File: src/rtl/pipe_ctrl_pkg.sv
// Shared types and constants for the pipeline hazard/stall sequencer.
//   ctrl_state_e : sequencer state (RUN, FLUSH, ERROR)
//   NOP_INSTR    : instruction encoding loaded into a flushed pipeline register
package pipe_ctrl_pkg;

  typedef enum logic [1:0] {
    RUN   = 2'd0,
    FLUSH = 2'd1,
    ERROR = 2'd2
  } ctrl_state_e;

  // addi x0, x0, 0
  localparam logic [31:0] NOP_INSTR = 32'h0000_0013;

endpackage

File: src/rtl/sat_counter.sv
// Saturating up-counter: sticks at all-ones instead of wrapping.
//   clk   : clock
//   rst_n : asynchronous active-low reset (clears q)
//   inc   : increment request for this cycle
//   q     : current count
module sat_counter #(
  parameter int unsigned W = 32
) (
  input  logic         clk,
  input  logic         rst_n,
  input  logic         inc,
  output logic [W-1:0] q
);

  always_ff @(posedge clk or negedge rst_n) begin
    if (!rst_n) begin
      q <= '0;
    end else if (inc && (q != {W{1'b1}})) begin
      q <= q + 1'b1;
    end
  end

endmodule

File: src/rtl/pipeline_hazard_ctrl.sv
// Stall/flush sequencer for the 5-stage core.
// Inputs : ID source registers and their use flags, EX rd / load / taken-branch, IM/DM busy.
// Outputs: pipeline register enables (PC, IF/ID, EX/MEM, MEM/WB), IF/ID and ID/EX flushes,
//          sticky memory-stall watchdog flag, saturating stall and redirect counters.
// Control outputs are combinational in state and inputs; everything else is registered.
module pipeline_hazard_ctrl
  import pipe_ctrl_pkg::*;
#(
  parameter int unsigned REG_AW      = 5,
  parameter int unsigned FLUSH_EXTRA = 1,
  parameter int unsigned MAX_WAIT    = 15,
  parameter int unsigned CNT_W       = 32
) (
  input  logic              clk,
  input  logic              rst_n,
  input  logic [REG_AW-1:0] ID_rs1_addr,
  input  logic [REG_AW-1:0] ID_rs2_addr,
  input  logic              ID_rs1_used,
  input  logic              ID_rs2_used,
  input  logic [REG_AW-1:0] EX_rd_addr,
  input  logic              EX_MemRead,
  input  logic              EX_BranchTaken,
  input  logic              IM_stall,
  input  logic              DM_stall,
  output logic              PC_Write,
  output logic              IF_ID_Write,
  output logic              IF_ID_Flush,
  output logic              ID_EX_Flush,
  output logic              EX_MEM_Write,
  output logic              MEM_WB_Write,
  output logic              wait_timeout,
  output logic [CNT_W-1:0]  stall_cnt,
  output logic [CNT_W-1:0]  redirect_cnt
);

  localparam int unsigned WaitW = $clog2(MAX_WAIT + 1);

  ctrl_state_e      state;
  logic [1:0]       extra_cnt;
  logic [WaitW-1:0] wait_cnt;

  logic mem_busy;
  logic load_use;
  logic pc_wr, ifid_wr, ifid_fl, idex_fl, exmem_wr, memwb_wr;

  assign mem_busy = IM_stall | DM_stall;
  assign load_use = EX_MemRead && (EX_rd_addr != '0) &&
                    ((ID_rs1_used && (ID_rs1_addr == EX_rd_addr)) ||
                     (ID_rs2_used && (ID_rs2_addr == EX_rd_addr)));

  // Priority: error/mem_busy > taken branch > pending extra flush > load-use.
  always_comb begin
    pc_wr    = 1'b1;
    ifid_wr  = 1'b1;
    ifid_fl  = 1'b0;
    idex_fl  = 1'b0;
    exmem_wr = 1'b1;
    memwb_wr = 1'b1;
    if ((state == ERROR) || mem_busy) begin
      pc_wr    = 1'b0;
      ifid_wr  = 1'b0;
      exmem_wr = 1'b0;
      memwb_wr = 1'b0;
    end else if (EX_BranchTaken) begin
      ifid_fl = 1'b1;
      idex_fl = 1'b1;
    end else if (state == FLUSH) begin
      // ID holds a wrong-path bubble, so load-use is irrelevant here
      ifid_fl = 1'b1;
    end else if (load_use) begin
      pc_wr   = 1'b0;
      ifid_wr = 1'b0;
      idex_fl = 1'b1;
    end
  end

  // Held low for the whole reset window, not just until the first edge.
  assign PC_Write     = rst_n & pc_wr;
  assign IF_ID_Write  = rst_n & ifid_wr;
  assign IF_ID_Flush  = rst_n & ifid_fl;
  assign ID_EX_Flush  = rst_n & idex_fl;
  assign EX_MEM_Write = rst_n & exmem_wr;
  assign MEM_WB_Write = rst_n & memwb_wr;

  always_ff @(posedge clk or negedge rst_n) begin
    if (!rst_n) begin
      state        <= RUN;
      extra_cnt    <= '0;
      wait_cnt     <= '0;
      wait_timeout <= 1'b0;
    end else if (state != ERROR) begin
      if (mem_busy) begin
        wait_cnt <= wait_cnt + 1'b1;
        if (wait_cnt == WaitW'(MAX_WAIT - 1)) begin
          wait_timeout <= 1'b1;
          state        <= ERROR;
        end
      end else begin
        wait_cnt <= '0;
        if (EX_BranchTaken) begin
          if (FLUSH_EXTRA > 0) begin
            extra_cnt <= 2'(FLUSH_EXTRA);
            state     <= FLUSH;
          end
        end else if (state == FLUSH) begin
          extra_cnt <= extra_cnt - 1'b1;
          if (extra_cnt == 2'd1) begin
            state <= RUN;
          end
        end
      end
    end
  end

  logic stall_inc;
  logic redirect_inc;

  assign stall_inc    = (state != ERROR) && !pc_wr;
  assign redirect_inc = (state != ERROR) && !mem_busy && EX_BranchTaken;

  sat_counter #(
    .W (CNT_W)
  ) u_stall_cnt (
    .clk   (clk),
    .rst_n (rst_n),
    .inc   (stall_inc),
    .q     (stall_cnt)
  );

  sat_counter #(
    .W (CNT_W)
  ) u_redirect_cnt (
    .clk   (clk),
    .rst_n (rst_n),
    .inc   (redirect_inc),
    .q     (redirect_cnt)
  );

endmodule
File: config.mk
export PLATFORM = sky130hd
export DESIGN_NAME = pipeline_hazard_ctrl
export DESIGN_NICKNAME = d
export VERILOG_FILES = /design/src/rtl/pipe_ctrl_pkg.sv /design/src/rtl/sat_counter.sv /design/src/rtl/pipeline_hazard_ctrl.sv
export SDC_FILE = /design/constraint.sdc
export NUM_CORES = 1
export LEC_CHECK = 0
export BUFFER_PORTS_ARGS = -buffer_cell sky130_fd_sc_hd__buf_2
export CORE_MARGIN = 5
export CORE_UTILIZATION = 35
export CTS_CLUSTER_DIAMETER = 60
export DETAILED_ROUTE_END_ITERATION = 12
export RECOVER_POWER = 50
export SLEW_MARGIN = 15
export SYNTH_ARGS = -nofsm -noshare
export SYNTH_HDL_FRONTEND = slang
export SYNTH_HIERARCHICAL = 1
export SYNTH_SLANG_ARGS = --single-unit
File: constraint.sdc
create_clock -name clk -period 2.75 [get_ports clk]
set_input_delay 0.275 -clock clk [delete_from_list [all_inputs] [get_ports clk]]
set_output_delay 0.275 -clock clk [all_outputs]
set_load 0.005 [all_outputs]
==> results_dict.tcl, run 1 <==
set metrics [dict create \
    status "finished clean" \
    r2r_slack_ns 0.46 \
    vdd_drop_max_mv 0.3309 \
    cts_buffers 9 \
    fin_skew_ns 0.008010 \
    fp.dieH_um 115.8 \
    ctsResizeCount 0 \
    finalHoldViolCount 0 \
    cts_tree "built" \
    n_antenna_cell 0 \
    final_util_pct 43.56 \
    worstHoldStart "DM_stall" \
    drc 0 \
    drtAntennaViolNets 0 \
    worst_r2r_path_depth 7 \
    r2r_start "state[1]" \
    netlist-cell-type-count 44 \
    worstHoldPathCells 3 \
    max_slew_margin_pct 22.70 \
    synth_seq_cells 73 \
    h-tree-depth 3 \
    coreArea_um2 10890 \
    syn2layout_area_growth_pct 21.12 \
    netlist_instances 375 \
    drt_first_pass_iters 5 \
    drt_wl_total_um 9859 \
    slew_viol_final 0 \
    timing.setup.tns_ns 0 \
    ctsLongestPathBuffers 2 \
    via_per_inst 5.216 \
    drive_gt1_share_pct 20.41 \
    fmax_mhz 436.9 \
    initial_core_util_pct 35.97 \
    cap_viol_max_count 0 \
    syn-num-nets 403 \
    max_slew.worst_pin.slew_ns 1.159 \
    cts_setup_buffers 0 \
    hpwl_um 7463 \
    wl_per_cell_um 15.65 \
    setup_viol 0 \
    cp-end-kind "flop" \
    clock-root-buffer "clkbuf_8" \
    layout.area.seq_um2 1827 \
    hold_end "state[1]" \
    grt_overflow 0 \
    final_cell_mix "dfrtp_1 (73), xnor2_1 (50), buf_2 (49)" \
    grt_antenna_before_repair 0 \
    ios 94 \
    p_leak_nw 2.041 \
    netlist_area_um2 3916 \
    yosysWarnings 6 \
    required_ns 2.98 \
    arrival_ns 2.52 \
    postSynthAreaPerCell_um2 10.44 \
    rr_endpoint "u_stall_cnt/q[31]" \
    path_class "reg -> reg" \
    dr_total_vias 3286 \
    power_per_cell_area_nw_per_um2 603.5 \
    die_area_um2 13410 \
    hold_path.class "in -> reg" \
    yosysSeqAreaShare_pct 46.65 \
    placement_rows 38 \
    cp-start-kind "flop" \
    die_width_um 115.8 \
    insertion_delay_ns 0.35 \
    min_period_ns 2.289 \
    clk_pin_slew_worst_paths_ns 0.08 \
    grt_first_pass_wirelength_um 16700 \
    grt_max_degree 48 \
    numClockSinks 73 \
    drtIter0Drc 159 \
    grt_pass1_vias 3368 \
    io_buffer_count 93 \
    fillers 1075 \
    finalCritPeriodShare_pct 83.22 \
    path_max_fanout 8 \
    gp_congestion 0.8115 \
    grt_setup_unrepaired "false" \
    final_common_cell "dfrtp_1" \
    grt_usage_pct 15.55 \
    multi_input_area_um2 2026 \
    num-nets-final 513 \
]
-- how the worst max path moves through the flow --
stage | to | start | cells after the start | slack, ns
finish | u_stall_cnt/q[31] | state[1] | 7 | 0.46
global route | u_stall_cnt/q[19] | state[1] | 9 | 0.22
CTS | u_stall_cnt/q[31] | state[1] | 7 | 0.43
detailed placement | u_stall_cnt/q[31] | EX_rd_addr[3] | 10 | 0.12
global placement | u_stall_cnt/q[19] | EX_rd_addr[3] | 11 | 0.17
floorplan | u_stall_cnt/q[29] | EX_rd_addr[3] | 10 | 0.25
-- flip-flops by register name, indices dropped and copies added, names as in the netlist --
name and cells:
wait_timeout 1, u_redirect_cnt/q 32, wait_cnt 4, extra_cnt 2
state 2, u_stall_cnt/q 32
-- kinds of logic (layout without fill, tap and decap cells) --
| family | Yosys count | count (layout) | synth area share [%] |
|---|---|---|---|
| DFF | 73 | 73 | 46.65 |
| AOI/OAI and AO/OA | 32 | 32 | 6.422 |
| xor gates and xnor gates | 68 | 68 | 15.21 |
| buffers and inverters | 11 | 126 | 1.629 |
| muxes | 5 | 5 | 1.406 |
| and+or+nand+nor | 181 | 181 | 27.09 |
| adders and majority gates | 5 | 5 | 1.597 |
-- synthesized netlist by cell type (all sizes together) --
cell type	n	area share, %
dfrtp	73	47
xnor2	50	11
nand2	41	4.1
nand3	35	4.7
nand4	32	5.4
nor2	21	2.0
xor2	18	4.0
nor4	13	3.3
nor3	11	1.9
o21ai	9	1.2
and4	8	1.8
o211ai	6	1.3
a21oi	5	0.64
and3	5	0.80
ha	5	1.6
inv	5	0.48
or4	5	1.3
buf	4	0.96
mux2	4	1.2
o31ai	4	1.5
nand2b	3	0.48
nand3b	3	0.58
nor2b	3	0.48
a31oi	2	0.32
clkbuf	2	0.19
a2111o	1	0.29
a22o	1	0.22
a32oi	1	0.22
and2	1	0.16
mux2i	1	0.26
o21bai	1	0.19
o31a	1	0.22
o41ai	1	0.42
-- power breakdown --
| group | switching, W | internal (W) |
|---|---|---|
| clock network | 0.000405 | 0.000441 |
| registers | 0.000185 | 0.00122 |
| logic | 0.000334 | 0.000279 |
| total | 0.000925 | 0.00194 |
-- per-stage QoR --
step / setup slack [ns] / power [W] / hold slack [ns] / std cells / instance area, um2
finish: 0.4613 / 0.002863 / 0.2254 / 630 / 4743
detailed placement: 0.1225 / 0.002062 / 0.2271 / 613 / 4597
CTS: 0.4268 / 0.002936 / 0.2044 / 630 / 4803
global placement: 0.1705 / 0.002033 / 0.2263 / 613 / 4597
floorplan: 0.2457 / 0.001759 / -0.02059 / 375 / 3916
global route: 0.2233 / 0.003056 / 0.2367 / 630 / 4743
-- routing by layer --
layer / global-route usage [%] / share of wire, % / vias up
li1: - / - / 1586
met1: 19.87 / 44 / 1606
met2: 25.66 / 48 / 83
met3: 5.222 / 6.5 / 11
met4: 3.558 / 0.90 / 0
met5: 0 / 0 / -
-- critical path, cell delays in order, from the launching register on --
cell	delay, ns
dfrtp_1	0.45
nor2b_1	0.23
o41ai_2	0.44
and3_1	0.25
nand3_1	0.20
nor4_1	0.34
nand2_1	0.12
xnor2_1	0.14
-- cell type report --
type | instances | area share, %
clock inverters | 5 | 1.161
inverters | 5 | 0.3957
repair buffers | 105 | 10.55
flip-flops and latches | 73 | 38.51
multi-input cells | 291 | 42.71
clock buffers | 11 | 2.981
well taps | 140 | 3.693
-- timing repair --
item / CTS / global route
hold buffers: 1 / 0
endpoints found under the setup margin: 0 / 0
hold endpoints to repair: 26 / 0
No activity file was read; power rests on OpenSTA's default activity.
==> run 2: changes to the inputs <==
--- a/config.mk
+++ b/config.mk
@@ -5,6 +5,7 @@
 export SDC_FILE = /design/constraint.sdc
 export NUM_CORES = 1
 export LEC_CHECK = 0
+export ABC_AREA = 1
 export BUFFER_PORTS_ARGS = -buffer_cell sky130_fd_sc_hd__buf_2
 export CORE_MARGIN = 5
 export CORE_UTILIZATION = 35
==> constraint.sdc (replaced) <==
create_clock -name clk -period 2.1 [get_ports clk]
set_input_delay 0.21 -clock clk [delete_from_list [all_inputs] [get_ports clk]]
set_output_delay 0.21 -clock clk [all_outputs]
set_load 0.005 [all_outputs]
==> run 2 against run 1 <==
  * Routed wire length grew 43%
  * Global-route usage grew 1.0 points
  * Largest cell class unchanged
  * Critical endpoint is now u_stall_cnt/q[20]
  * Sequential share of layout area is 9.3 points lower
  * Largest power group unchanged
  * Die area rose by 29%
==> results_dict.tcl, run 2 <==
set metrics [dict create \
    yosys.cell_count.top_type "nand2_1" \
    clk_pin_slew_worst_paths_ns 0.06 \
    wl_per_cell_um 12.87 \
    grt_first_pass_wirelength_um 23920 \
    die_width_um 131.3 \
    power_per_cell_area_nw_per_um2 674.5 \
    fin_area_um2 6245 \
    initial_core_util_pct 35.55 \
    max_slew_margin_pct 30.38 \
    place_area_um2 5922 \
    p_total_w 0.004212 \
    fin_skew_ns 0.009227 \
    max_slew.worst_pin.slew_ns 1.044 \
    grt_overflow 0 \
    cts_buffers 9 \
    coreArea_um2 14480 \
    drtAntennaViolNets 0 \
    placement_rows 44 \
    netlist_top_cells_count "nand2_1 (322), nor2_1 (118), dfrtp_1 (73)" \
    drtIter0Drc 353 \
    min_period_ns 1.923 \
    die_area_um2 17230 \
    fp.dieH_um 131.3 \
    postSynthAreaPerCell_um2 6.557 \
    status "finished clean" \
    drt_wl_total_um 14070 \
    top_regs "u_redirect_cnt/q (32), u_stall_cnt/q (32), wait_cnt (4)" \
    yosysSeqAreaShare_pct 35.49 \
    num-nets-final 933 \
    cap_viol_max_count 0 \
    fmax_mhz 520.1 \
    finalHoldViolCount 0 \
    ctsLongestPathBuffers 2 \
    fin_ws_ns 0.1773 \
    grt_max_degree 74 \
    timing.setup.tns_ns 0 \
    p_leak_nw 3.043 \
    yosys.area.top_type "dfrtp_1" \
    h-tree-depth 3 \
    pre_cts_slack_ns 0.09572 \
    ios 94 \
    syn-num-nets 813 \
    synth_top_area_share_pct 35.49 \
    grt_usage_pct 16.56 \
    netlist-cell-type-count 31 \
    final_cell_mix "nand2_1 (322), nor2_1 (115), buf_2 (90)" \
    synth_area_leaders "dfrtp_1 (35%), nand2_1 (23%), nor2_1 (8.6%)" \
    synthArstFlopShare_pct 100.0 \
    syn2layout_area_growth_pct 21.32 \
    netlist_instances 785 \
    slew_viol_final 0 \
    via_per_inst 4.728 \
    dr_total_vias 5168 \
    arrival_ns 2.19 \
    n_antenna_cell 0 \
    cp-start-kind "flop" \
    synth_edf_count 0 \
    insertion_delay_ns 0.34 \
    clock-root-buffer "clkbuf_16" \
    grt_pass1_vias 4796 \
    path_max_fanout 19 \
    yosysWarnings 6 \
    io_buffer_count 93 \
    gp_congestion 0.8900 \
    netlist_area_um2 5147 \
    grt_antenna_before_repair 0 \
    numClockSinks 73 \
    setup_viol 0 \
    hpwl_um 10800 \
    finalCritPeriodShare_pct 91.56 \
    drt_first_pass_iters 4 \
    synth_seq_cells 73 \
    fillers 1548 \
    final_common_cell "nand2_1" \
    required_ns 2.37 \
    hold_path.class "in -> reg" \
    cp-end-kind "flop" \
    drc 0 \
    cts_tree "built" \
    synth_flop_cell "dfrtp_1" \
    drive_gt1_share_pct 21.34 \
    vdd_drop_max_mv 0.4512 \
    path_class "reg -> reg" \
]
==> run 2: cell types whose count changed after synthesis, sizes merged, moves of 8 or more <==
cell | before | now
and4 | 8 | 0
buf | 4 | 12
inv | 5 | 84
nand2 | 41 | 342
nand3 | 35 | 53
nand3b | 3 | 17
nand4 | 32 | 21
nor2 | 21 | 135
nor3 | 11 | 2
nor4 | 13 | 0
xnor2 | 50 | 15
xor2 | 18 | 3
==> run 2: area by class of cell <==
class | instances | area, um2 | area share [%]
Sequential cell | 73 | 1827 | 29.25
Multi-Input combinational cell | 616 | 2899 | 46.42
Inverter | 84 | 315.3 | 5.049
Clock inverter | 2 | 12.51 | 0.2004
Timing Repair Buffer | 121 | 690.7 | 11.06
Tap cell | 184 | 230.2 | 3.687
Clock buffer | 13 | 270.3 | 4.328
==> run 2: cells by family after synthesis <==
group,count (synthesis),synth area share [%]
and+or+nand+nor,570,48.61
buffers and inverters,96,8.605
DFF,73,35.49
AOI/OAI and AO/OA,23,3.014
xor gates and xnor gates,18,3.063
adders and majority gates,5,1.215
==> run 2: per-layer routing <==
metal	track usage [%]	part of all wire [%]
met1	23.61	49
met2	25.56	45
met3	3.784	5.0
met4	4.000	1.3
met5	0	0
==> run 2: final timing paths <==
path	from	endpoint	cells after the start	slack (ns)
worst max register to register	state[0]	u_stall_cnt/q[20]	12	0.18
worst min-delay path	EX_BranchTaken	extra_cnt[1]	4	0.22
min in group asynchronous	rst_n	u_stall_cnt/q[11]	3	0.90
max in group asynchronous	rst_n	u_redirect_cnt/q[20]	3	0.53
worst max-delay path	state[0]	u_stall_cnt/q[20]	12	0.18
worst min register to register	wait_timeout	wait_timeout	2	0.46
==> run 2: per-stage QoR <==
step           cells  utilization (%)  hold WS, ns
6_report        1093            43.13       0.2164
5_1_grt         1093            43.13       0.2349
3_5_place_dp    1075            40.90       0.3157
3_3_place_gp    1075            40.90       0.3101
4_1_cts         1091            42.92       0.2080
2_1_floorplan    785                -     -0.08559
==> run 2: critical path, stage by stage (launching register included) <==
cell and delay [ns]:
dfrtp_1 0.41, inv_2 0.07, nor2_2 0.03, nand3b_1 0.16
inv_2 0.07, nand3_2 0.09, a21oi_2 0.23, buf_6 0.14
buf_12 0.10, nand2_4 0.13, inv_2 0.25, nand2_1 0.09
nand2_1 0.07
==> run 2: repair_timing <==
action                                  4_1_cts  5_1_grt
hold buffers                                  1        0
endpoints found under the hold margin        73        0
endpoints found under the setup margin        0       11
resized for setup                             0        7
buffers inserted                              0        2
==> run 2: report_power, final <==
group / internal, W / total (W) / switching, W / leakage (nW)
clock network: 0.000888 / 0.00147 / 0.000585 / 0.138
registers: 0.00157 / 0.00175 / 0.000185 / 0.992
logic: 0.000425 / 0.000989 / 0.000564 / 1.91
total: 0.00288 / 0.00421 / 0.00133 / 3.04
==> run 3: changes to the inputs <==
--- a/config.mk
+++ b/config.mk
@@ -7,10 +7,13 @@
 export LEC_CHECK = 0
 export ABC_AREA = 1
 export BUFFER_PORTS_ARGS = -buffer_cell sky130_fd_sc_hd__buf_2
+export CELL_PAD_IN_SITES_DETAIL_PLACEMENT = 1
+export CELL_PAD_IN_SITES_GLOBAL_PLACEMENT = 1
 export CORE_MARGIN = 5
 export CORE_UTILIZATION = 35
 export CTS_CLUSTER_DIAMETER = 60
 export DETAILED_ROUTE_END_ITERATION = 12
+export PLACE_DENSITY_LB_ADDON = 0.1
 export RECOVER_POWER = 50
 export SLEW_MARGIN = 15
 export SYNTH_ARGS = -nofsm -noshare
==> constraint.sdc (replaced) <==
create_clock -name clk -period 1.72 [get_ports clk]
set_input_delay 0.172 -clock clk [delete_from_list [all_inputs] [get_ports clk]]
set_output_delay 0.172 -clock clk [all_outputs]
set_load 0.005 [all_outputs]
==> run 3 against run 2 <==
  * The run now ends with negative setup slack left
  * Worst hold slack better by 0.035 ns
  * Non-clock buffer count increased by 46
  * Register-to-register slack worse by 0.29 ns
  * Flip-flop and latch count unchanged
  * Sequential power is 21% higher
  * Via count up 9.0%
  * Global-route usage increased by 3.7 points
  * Utilization rose by 4.7 points
  * Final area increased by 11%
  * Critical endpoint is now u_redirect_cnt/q[18]
  * Largest cell class unchanged
  * Largest power group unchanged
  * Highest routed layer unchanged
==> results_dict.tcl, run 3 (synthesis results as in run 2) <==
set metrics [dict create \
    setup_viol 35 \
    via_per_inst 4.944 \
    grt_overflow 0 \
    cp-end-kind "flop" \
    fmax_mhz 547.1 \
    grt_usage_pct 20.23 \
    drive_gt1_share_pct 28.90 \
    grt_pass1_vias 5894 \
    finalHoldViolCount 0 \
    fin_skew_ns 0.006090 \
    place_area_um2 6257 \
    r2r_slack_ns -0.11 \
    cap_viol_max_count 0 \
    slew_viol_final 0 \
    power_per_cell_area_nw_per_um2 844.8 \
    drc 0 \
    top_regs "u_redirect_cnt/q (32), u_stall_cnt/q (32), wait_cnt (4)" \
    fin_area_um2 6927 \
    clock-root-buffer "clkbuf_16" \
    grt_first_pass_wirelength_um 29130 \
    clk_pin_slew_worst_paths_ns 0.06 \
    hold_path.class "in -> reg" \
    ctsLongestPathBuffers 2 \
    hpwl_um 13300 \
    path_class "reg -> reg" \
    dr_total_vias 5631 \
    syn2layout_area_growth_pct 34.56 \
    drtAntennaViolNets 0 \
    p_leak_nw 3.337 \
    pre_cts_slack_ns -0.2338 \
    n_antenna_cell 0 \
    rr_endpoint "u_redirect_cnt/q[18]" \
    grt_antenna_before_repair 0 \
    worstHoldPathCells 4 \
    num-nets-final 979 \
    final_cell_mix "nand2_1 (316), nor2_1 (96), buf_2 (88)" \
    vdd_drop_max_mv 0.5401 \
    numClockSinks 73 \
    die_width_um 131.3 \
    gp_congestion 0.8667 \
    h-tree-depth 3 \
    io_buffer_count 93 \
    grt_setup_unrepaired "true" \
    drtIter0Drc 218 \
    initial_core_util_pct 35.55 \
    die_area_um2 17230 \
    drt_wl_total_um 17900 \
    cts_buffers 9 \
    drt_first_pass_iters 4 \
    placement_rows 44 \
    r2r_start "state[0]" \
    worst_r2r_path_depth 14 \
    required_ns 1.96 \
    fp.dieH_um 131.3 \
    max_slew_margin_pct 27.50 \
    arrival_ns 2.06 \
    violations "negative setup slack" \
    status "finished with violations" \
    fin_ws_ns -0.1077 \
    max_slew.worst_pin.slew_ns 1.087 \
    grt_max_degree 74 \
    path_max_fanout 6 \
    worstHoldStart "EX_BranchTaken" \
    wl_per_cell_um 15.71 \
    cts_tree "built" \
    coreArea_um2 14480 \
    cp-startpoint "state[0]" \
    fillers 1919 \
    cp-start-kind "flop" \
    finalCritPeriodShare_pct 106.3 \
    hold_end "extra_cnt[1]" \
    min_period_ns 1.828 \
    final_common_cell "nand2_1" \
    ios 94 \
    insertion_delay_ns 0.34 \
]
run 3: worst max path at each step:
stage,slack (ns),endpoint
after floorplan,-0.06,u_stall_cnt/q[26]
after global placement,-0.20,u_stall_cnt/q[25]
after detailed placement,-0.23,u_stall_cnt/q[25]
after CTS,-0.10,u_stall_cnt/q[18]
after global routing,-0.25,u_stall_cnt/q[18]
final,-0.11,u_redirect_cnt/q[18]
run 3: where the power goes:
part | internal (W) | switching, W | total (W)
clock network | 0.00126 | 0.000780 | 0.00204
logic | 0.000798 | 0.000902 | 0.00170
registers | 0.00191 | 0.000197 | 0.00211
total | 0.00397 | 0.00188 | 0.00585
run 3: cell type report:
cell class	count	area, um2	share of cell area (%)
multi-input combinational	616	3128	45.16
inverter	84	325.3	4.697
sequential	73	1831	26.43
clock inverter	5	81.33	1.174
tap	184	230.2	3.324
clock buffer	10	229.0	3.306
timing repair buffer	167	1102	15.91
run 3: critical path: stages, from the launching register on:
cell and delay (ns):
dfrtp_1 0.37, buf_4 0.12, buf_6 0.09, nor2_4 0.03, nor2_4 0.09, inv_2 0.07, nor2_4 0.14, inv_4 0.07
nor2_4 0.14, nand2_2 0.10, nor2_4 0.14, buf_6 0.14, nand3_1 0.09, nand2_1 0.09, nand2_1 0.05
run 3: repair_timing:
action,in CTS,in global routing
setup buffers,9,9
pin swaps,13,15
hold buffers,1,0
endpoints found under the setup margin,45,68
gates resized for setup,15,47
gates cloned,0,1
endpoints found under the hold margin,73,0
run 3: metrics by stage:
step                      utilization (%)  power [W]  setup TNS [ns]  hold WS [ns]  cells
after floorplan                         -   0.002939         -0.2671       -0.1236    785
after detailed placement            43.22   0.003618          -3.511        0.2647   1106
after global routing                47.84   0.006192          -7.280        0.2840   1139
after global placement              43.22   0.003531          -1.088        0.2613   1106
final                               47.84   0.005852          -1.429        0.2519   1139
after CTS                           46.37   0.005823         -0.6227        0.1726   1131
run 3: layer usage:
metal | part of all wire, % | track usage (%)
met5 | 0 | 0
met4 | 1.7 | 6.114
met3 | 3.6 | 2.982
met2 | 51 | 35.86
met1 | 44 | 25.43
